### config.mk
export PLATFORM = sky130hd
export DESIGN_NAME = cache_stream_reader
export DESIGN_NICKNAME = d
export VERILOG_FILES = /design/src/rtl/cache_stream_reader_pkg.sv /design/src/rtl/cache_stream_reader.sv
export SDC_FILE = /design/constraint.sdc
export NUM_CORES = 1
export LEC_CHECK = 0
export CORE_UTILIZATION = 40
export DETAILED_ROUTE_END_ITERATION = 10
export GPL_ROUTABILITY_DRIVEN = 0
export PLACE_DENSITY = 0.76
export REMOVE_ABC_BUFFERS = 1
export SYNTH_ARGS = -nofsm -noshare
export SYNTH_HDL_FRONTEND = slang
export SYNTH_SLANG_ARGS = --single-unit
### constraint.sdc
create_clock -name clk -period 2.15 [get_ports clk]
set_input_delay 0.43 -clock clk [delete_from_list [all_inputs] [get_ports clk]]
set_output_delay 0.43 -clock clk [all_outputs]
set_load 0.01 [all_outputs]
### src/rtl/cache_stream_reader_pkg.sv
// Shared types and constants for the cache stream reader.
package cache_stream_reader_pkg;

    typedef enum logic [2:0] {
        IDLE,
        ISSUE,
        WAIT_DATA,
        HOLD,
        FINISH
    } state_t;

    localparam logic [31:0] ADDR_INC = 32'd4;

endpackage

### src/rtl/cache_stream_reader.sv
// Streams a run of 32-bit words read from the cache out over a valid/ready port.
// Optional pattern check with mismatch counter: define CACHE_STREAM_READER_CHECK_EN.
//
// state     | meaning
// IDLE      | waiting for start; zero-length start only pulses done
// ISSUE     | c_address holds the word address being fetched
// WAIT_DATA | address held until the cache returns data while not busy
// HOLD      | word presented on out_data/out_valid until out_ready
// FINISH    | done pulse, active already low, back to IDLE
module cache_stream_reader
    import cache_stream_reader_pkg::*;
#(
    parameter int          COUNT_BITWIDTH = 16,
    parameter logic [31:0] CHECK_PATTERN  = 32'h01234567
) (
    input  logic                      clk,
    input  logic                      sys_rst_n,
    input  logic                      start,
    input  logic [31:0]               start_address,
    input  logic [COUNT_BITWIDTH-1:0] word_count,
    output logic                      active,
    output logic                      done,
    output logic [31:0]               out_data,
    output logic                      out_valid,
    input  logic                      out_ready,
    output logic [31:0]               c_address,
    output logic [3:0]                c_write_enable,
    output logic [31:0]               c_data_in,
    input  logic [31:0]               c_data_out,
    input  logic                      c_data_out_ready,
    input  logic                      c_busy
`ifdef CACHE_STREAM_READER_CHECK_EN
    ,
    output logic [COUNT_BITWIDTH-1:0] mismatch_count
`endif
);

    state_t                    state;
    logic [COUNT_BITWIDTH-1:0] remaining;

    assign c_write_enable = 4'b0000;
    assign c_data_in      = 32'd0;

    always_ff @(posedge clk) begin
        if (!sys_rst_n) begin
            state     <= IDLE;
            active    <= 1'b0;
            done      <= 1'b0;
            out_valid <= 1'b0;
            out_data  <= 32'd0;
            c_address <= 32'd0;
            remaining <= '0;
`ifdef CACHE_STREAM_READER_CHECK_EN
            mismatch_count <= '0;
`endif
        end else begin
            done <= 1'b0;
            case (state)
                IDLE: begin
                    if (start) begin
                        if (word_count != '0) begin
                            c_address <= start_address;
                            remaining <= word_count;
                            active    <= 1'b1;
                            state     <= ISSUE;
`ifdef CACHE_STREAM_READER_CHECK_EN
                            mismatch_count <= '0;
`endif
                        end else begin
                            done <= 1'b1;
                        end
                    end
                end
                ISSUE: state <= WAIT_DATA;
                WAIT_DATA: begin
                    if (!c_busy && c_data_out_ready) begin
                        out_data  <= c_data_out;
                        out_valid <= 1'b1;
                        state     <= HOLD;
`ifdef CACHE_STREAM_READER_CHECK_EN
                        if (c_data_out != CHECK_PATTERN && mismatch_count != '1)
                            mismatch_count <= mismatch_count + 1'b1;
`endif
                    end
                end
                HOLD: begin
                    if (out_ready) begin
                        out_valid <= 1'b0;
                        c_address <= c_address + ADDR_INC;
                        remaining <= remaining - 1'b1;
                        // done is raised here so it is visible during FINISH
                        if (remaining == COUNT_BITWIDTH'(1)) begin
                            done   <= 1'b1;
                            active <= 1'b0;
                            state  <= FINISH;
                        end else begin
                            state <= ISSUE;
                        end
                    end
                end
                FINISH:  state <= IDLE;
                default: state <= IDLE;
            endcase
        end
    end

endmodule

### Word-level counts from Yosys, hierarchy flattened

Index checks and enable logic that the tools add are counted.

* register bits: 86
* bits of input ports: 86

* $add $sub $neg: 2
* equality and inequality tests: 9
* mux-type cells: 27
* reductions and logical operators: 11

Operators with widths (number)
* 32-bit 2-to-1 mux: 3
* 32-bit one-hot mux with 2 select lines: 1
* 16-bit 2-to-1 mux: 3
* 32-bit by 3-bit adder with 32-bit output (second input constant): 1
* 16-bit one-hot mux with 2 select lines: 1
* 16-bit by 1-bit equality test with 1-bit output (second input constant): 1
* 16-bit nonzero test: 1
* 16-bit by 1-bit subtractor with 16-bit output (second input constant): 1
* 3-bit 2-to-1 mux: 5
* 3-bit one-hot mux with 4 select lines: 1
* 1-bit 2-to-1 mux: 10
* 2-bit != test (second input constant): 5
* 4-bit AND reduction: 2
* 3-bit by 2-bit equality test with 1-bit output (second input constant): 2
* 1-bit one-hot mux with 2 select lines: 3
* 5-bit AND reduction: 1
* 2-bit nonzero test: 2
* 3-bit by 1-bit equality test with 1-bit output (second input constant): 1
* 3-bit zero test: 1
* 3-bit AND reduction: 1
* 2-bit AND reduction: 1
* 1-bit logical AND: 1
* 1-bit zero test: 1

### Depth between registers and ports, before layout

* depth after elaboration: 4
* mapped depth: 9
* mapped depth without buffers: 7

### Worst setup path before layout

Ideal clock, no wire load.

* path type: register -> register
* from: reg c_address[2]
* to: reg c_address[30]
* setup time: 120 ps
* arrival time: 1860 ps
* required time: 2030 ps
* path slack: 171 ps
* cell stages (with the launch flop): 7
* buffers on the path: 0
* clock period less this slack: 1979 ps
* cells stage by stage: dfxtp_1 ha_1 nand3_2 or4_4 nor4_2 o21ai_0 o2bb2ai_1

* cells in the longest elaborated chain, start to end: 3

RTL lines
* start: declaration: RTL line cache_stream_reader.sv:26 `output logic [31:0] c_address,`
* start signal: assignment: RTL line cache_stream_reader.sv:62 `c_address <= start_address;`
* start signal: assignment: RTL line cache_stream_reader.sv:89 `c_address <= c_address + ADDR_INC;`
* 32-bit by 3-bit adder with 32-bit output: RTL line cache_stream_reader.sv:89
* 32-bit 2-to-1 mux: RTL line cache_stream_reader.sv:87 `if (out_ready) begin`
* 32-bit one-hot mux with 2 select lines: RTL line cache_stream_reader.sv:58 `case (state)`

Every way passes these cells. The select of a mux whose other input is x is not followed.
A chain may end at the register's enable or synchronous reset.

### Final worst setup path

* from: in word_count[0]
* to: reg c_address[25]

* cells in the longest elaborated chain, start to end: 3

RTL lines
* start: declaration: RTL line cache_stream_reader.sv:20 `input logic [COUNT_BITWIDTH-1:0] word_count,`
* 16-bit nonzero test: RTL line cache_stream_reader.sv:61 `if (word_count != '0) begin`
* 2-bit != test (no line)
* 4-bit AND reduction (no line)

Every way passes these cells.

==> results.py <==
metrics = {
    "status": {
        "failed_checks": "design-rule violations",
        "status": "complete, but fails checks",
    },
    "sta": {
        "rsz0062_at_grt": "no",
        "final-max-slew-violation-count": 0,
        "fin_skew_ns": 0.006699,
        "final_hold_viol_count": 0,
        "finalSetupViolCount": 0,
        "final.period_utilization_pct": 95.45,
        "max_freq_ghz": 0.4873,
        "finalSetupTns_ns": 0,
        "min_period_ns": 2.052,
    },
    "clock_tree": {
        "clk_pin_slew_ns": 0.07,
        "cts_setup_buffers": 0,
        "cts_tree": "done",
        "cts_max_level": 3,
        "clockBufferDepth": 2,
        "cts_num_sinks": 86,
        "root_buffer": "clkbuf_16",
        "cts.repair.resized": 0,
        "hold_buffers": 0,
        "numCtsBuffers": 9,
        "clkLatencyLatePin_ns": 0.35,
    },
    "critical_path": {
        "cp_max_fo": 9,
        "r2r_cells": 7,
        "cp.required_ns": 2.38,
        "reg2reg_to": "remaining[8]",
        "worstPathArrival_ns": 2.28,
        "worstSetupPathType": "in2reg",
        "r2r_slack_ns": 0.14,
        "crit_path_start_kind": "input pin",
        "reg2reg_from": "remaining[0]",
        "endpoint_kind": "flop",
    },
    "yosys": {
        "synth_top_family_by_area": "simple AND/OR/NAND/NOR gates",
        "synth_mux_area_share_pct": 0.6548,
        "synthSimpleGateAreaFrac_pct": 27.45,
        "synth_compound_area_share_pct": 24.62,
        "synth_warnings": 0,
        "yosysTopAreaCell": "dfxtp_1",
        "ys_ff_latch": 86,
        "syn_area_um2": 4777,
        "syn_inst": 638,
        "synthAdderAreaFrac_pct": 0.7858,
        "synth_area_leaders": "dfxtp_1 (36%), nand2_1 (11%), a21oi_1 (8.6%)",
        "yosysSeqAreaShare_pct": 36.04,
        "synth-edff-count": 0,
        "async_flop_share_pct": 0,
        "ys.flop_type": "dfxtp_1",
        "synth_cell_types": 63,
        "synth_top_area_share_pct": 36.04,
        "avgSynthCellArea_um2": 7.488,
        "synth_xor_area_share_pct": 0,
    },
    "grt": {
        "grt_max_degree": 62,
        "grt_overflow_total": 0,
        "antenna_found_initial": 0,
        "grt_pass1_wl_um": 23310,
        "track_usage_pct": 23.12,
        "grt_pass1_vias": 4851,
    },
    "hold_path": {
        "holdPathEnd": "out_data[22]",
        "hp-class": "reg2reg",
        "hp-start": "out_data[22]",
        "hold_path_depth": 2,
    },
    "finish": {
        "fin_nets": 885,
        "drive_gt1_share_pct": 10.49,
        "fillCellCount": 1025,
        "diodes": 0,
        "final_cell_mix": "clkdlybuf4s50_1 (152), nand2_1 (136), dfxtp_1 (86)",
        "regArea_um2": 1722,
        "multi_input_area_um2": 2709,
        "synthToLayoutAreaGrowth_pct": 44.19,
        "layout_commonest_cell": "clkdlybuf4s50_1",
    },
    "detailed_routing": {
        "initialDrtViolationCount": 402,
        "drc": 26,
        "drtPass1Iterations": 8,
        "num_vias": 5238,
        "viasPerCell": 5.549,
        "wire_per_inst_um": 15.19,
        "antenna_left": 0,
        "routed_wl_um": 14340,
    },
    "floorplan": {
        "row_count": 39,
        "dieArea_um2": 12380,
        "num_io_pins": 189,
        "die_h_um": 111.3,
        "chipWidth_um": 111.3,
        "core-area_um2": 11520,
        "start_util_pct": 41.48,
    },
    "placement": {
        "place_hpwl_um": 10390,
        "numPortBuffers": 152,
    },
    "run": {
        "cap_violations": 0,
    },
    "pwr": {
        "powerDensity_nw_per_um2": 698.9,
        "vdd_drop_max_v": 0.0003511,
        "p_leak_nw": 2.603,
        "finalPower_w": 0.004814,
    },
}
routing by layer:
| layer | up-vias | wire length (um) | track usage (%) |
|---|---|---|---|
| met2 | 224 | 6930 | 38.71 |
| met4 | 0 | 416 | 11.53 |
| li1 | 2519 | - | - |
| met1 | 2461 | 6048 | 28.27 |
| met5 | - | 0 | 0 |
| met3 | 34 | 947 | 4.429 |
logic make-up after synthesis:
family / after synthesis
AND/OR/NAND/NOR: 267
AO/OA/AOI/OAI: 189
buffers and inverters: 89
flip-flops: 86
multiplexers: 3
adder cells (fa/ha/maj): 3
other: 1
cell usage after synthesis (all sizes together) (2+ instances only):
library cell  number
and4               4
clkbuf            32
o21bai             2
a21oi             82
nor4b              3
o22ai              5
nand3             27
buf               52
and3               6
nand2            136
dfxtp             86
o21ai             35
o21a               5
inv                5
o211ai             4
a21o               6
o32ai              3
and2               4
mux2i              2
nor3b              2
nor4              12
o221a              3
a31o               3
or3                6
nand2b             5
a22oi              2
o41ai              6
o31a               6
nor3              10
o31ai             11
a31oi              5
nor2              33
nand4              9
ha                 3
a22o               3
or4                3
critical path: stages:
cell and delay [ns]:
clkdlybuf4s50_1 0.44, nor4_1 0.36, nand2_1 0.18, o31a_1 0.39, buf_12 0.17, nand2_1 0.17, o22ai_1 0.13
stage by stage:
step           instances  setup WS [ns]  util [%]  hold slack [ns]  cell area [um^2]
6_report             944        0.09776     59.81           0.4540              6888
5_1_grt              944      0.0007478     59.81           0.4796              6888
4_1_cts              944        0.08425     59.68           0.4546              6873
3_5_place_dp         928        -0.2564     57.01           0.4455              6565
3_3_place_gp         928        -0.2274     57.01           0.4411              6565
2_1_floorplan        589         -1.152         -           0.4437              4432
worst max-delay path by stage:
stage,start,endpoint,cells past startpoint
final,word_count[0],c_address[25],7
after global placement,word_count[3],c_address[23],9
after detailed placement,word_count[3],c_address[21],9
after floorplan,state[1],c_address[21],5
after global routing,word_count[3],c_address[23],9
after CTS,word_count[3],c_address[22],9
where the power goes:
group	internal, W	leakage, nW	switching, W
logic	0.000669	1.75	0.000637
clock network	0.000941	0.149	0.000694
registers	0.00172	0.702	0.000150
registers in the layout, summed over array words and instances (netlist names):
signal	count
remaining	16
c_address	32
out_valid	1
active	1
done	1
out_data	32
state	3
cell type report:
class / count / area share, %
Clock buffer: 10 / 3.470
Inverter: 5 / 0.2725
Clock inverter: 6 / 0.9991
Multi-Input combinational cell: 498 / 39.33
Timing Repair Buffer: 196 / 28.34
Sequential cell: 86 / 25.00
Tap cell: 143 / 2.598
No activity file was read; power rests on OpenSTA's default activity.
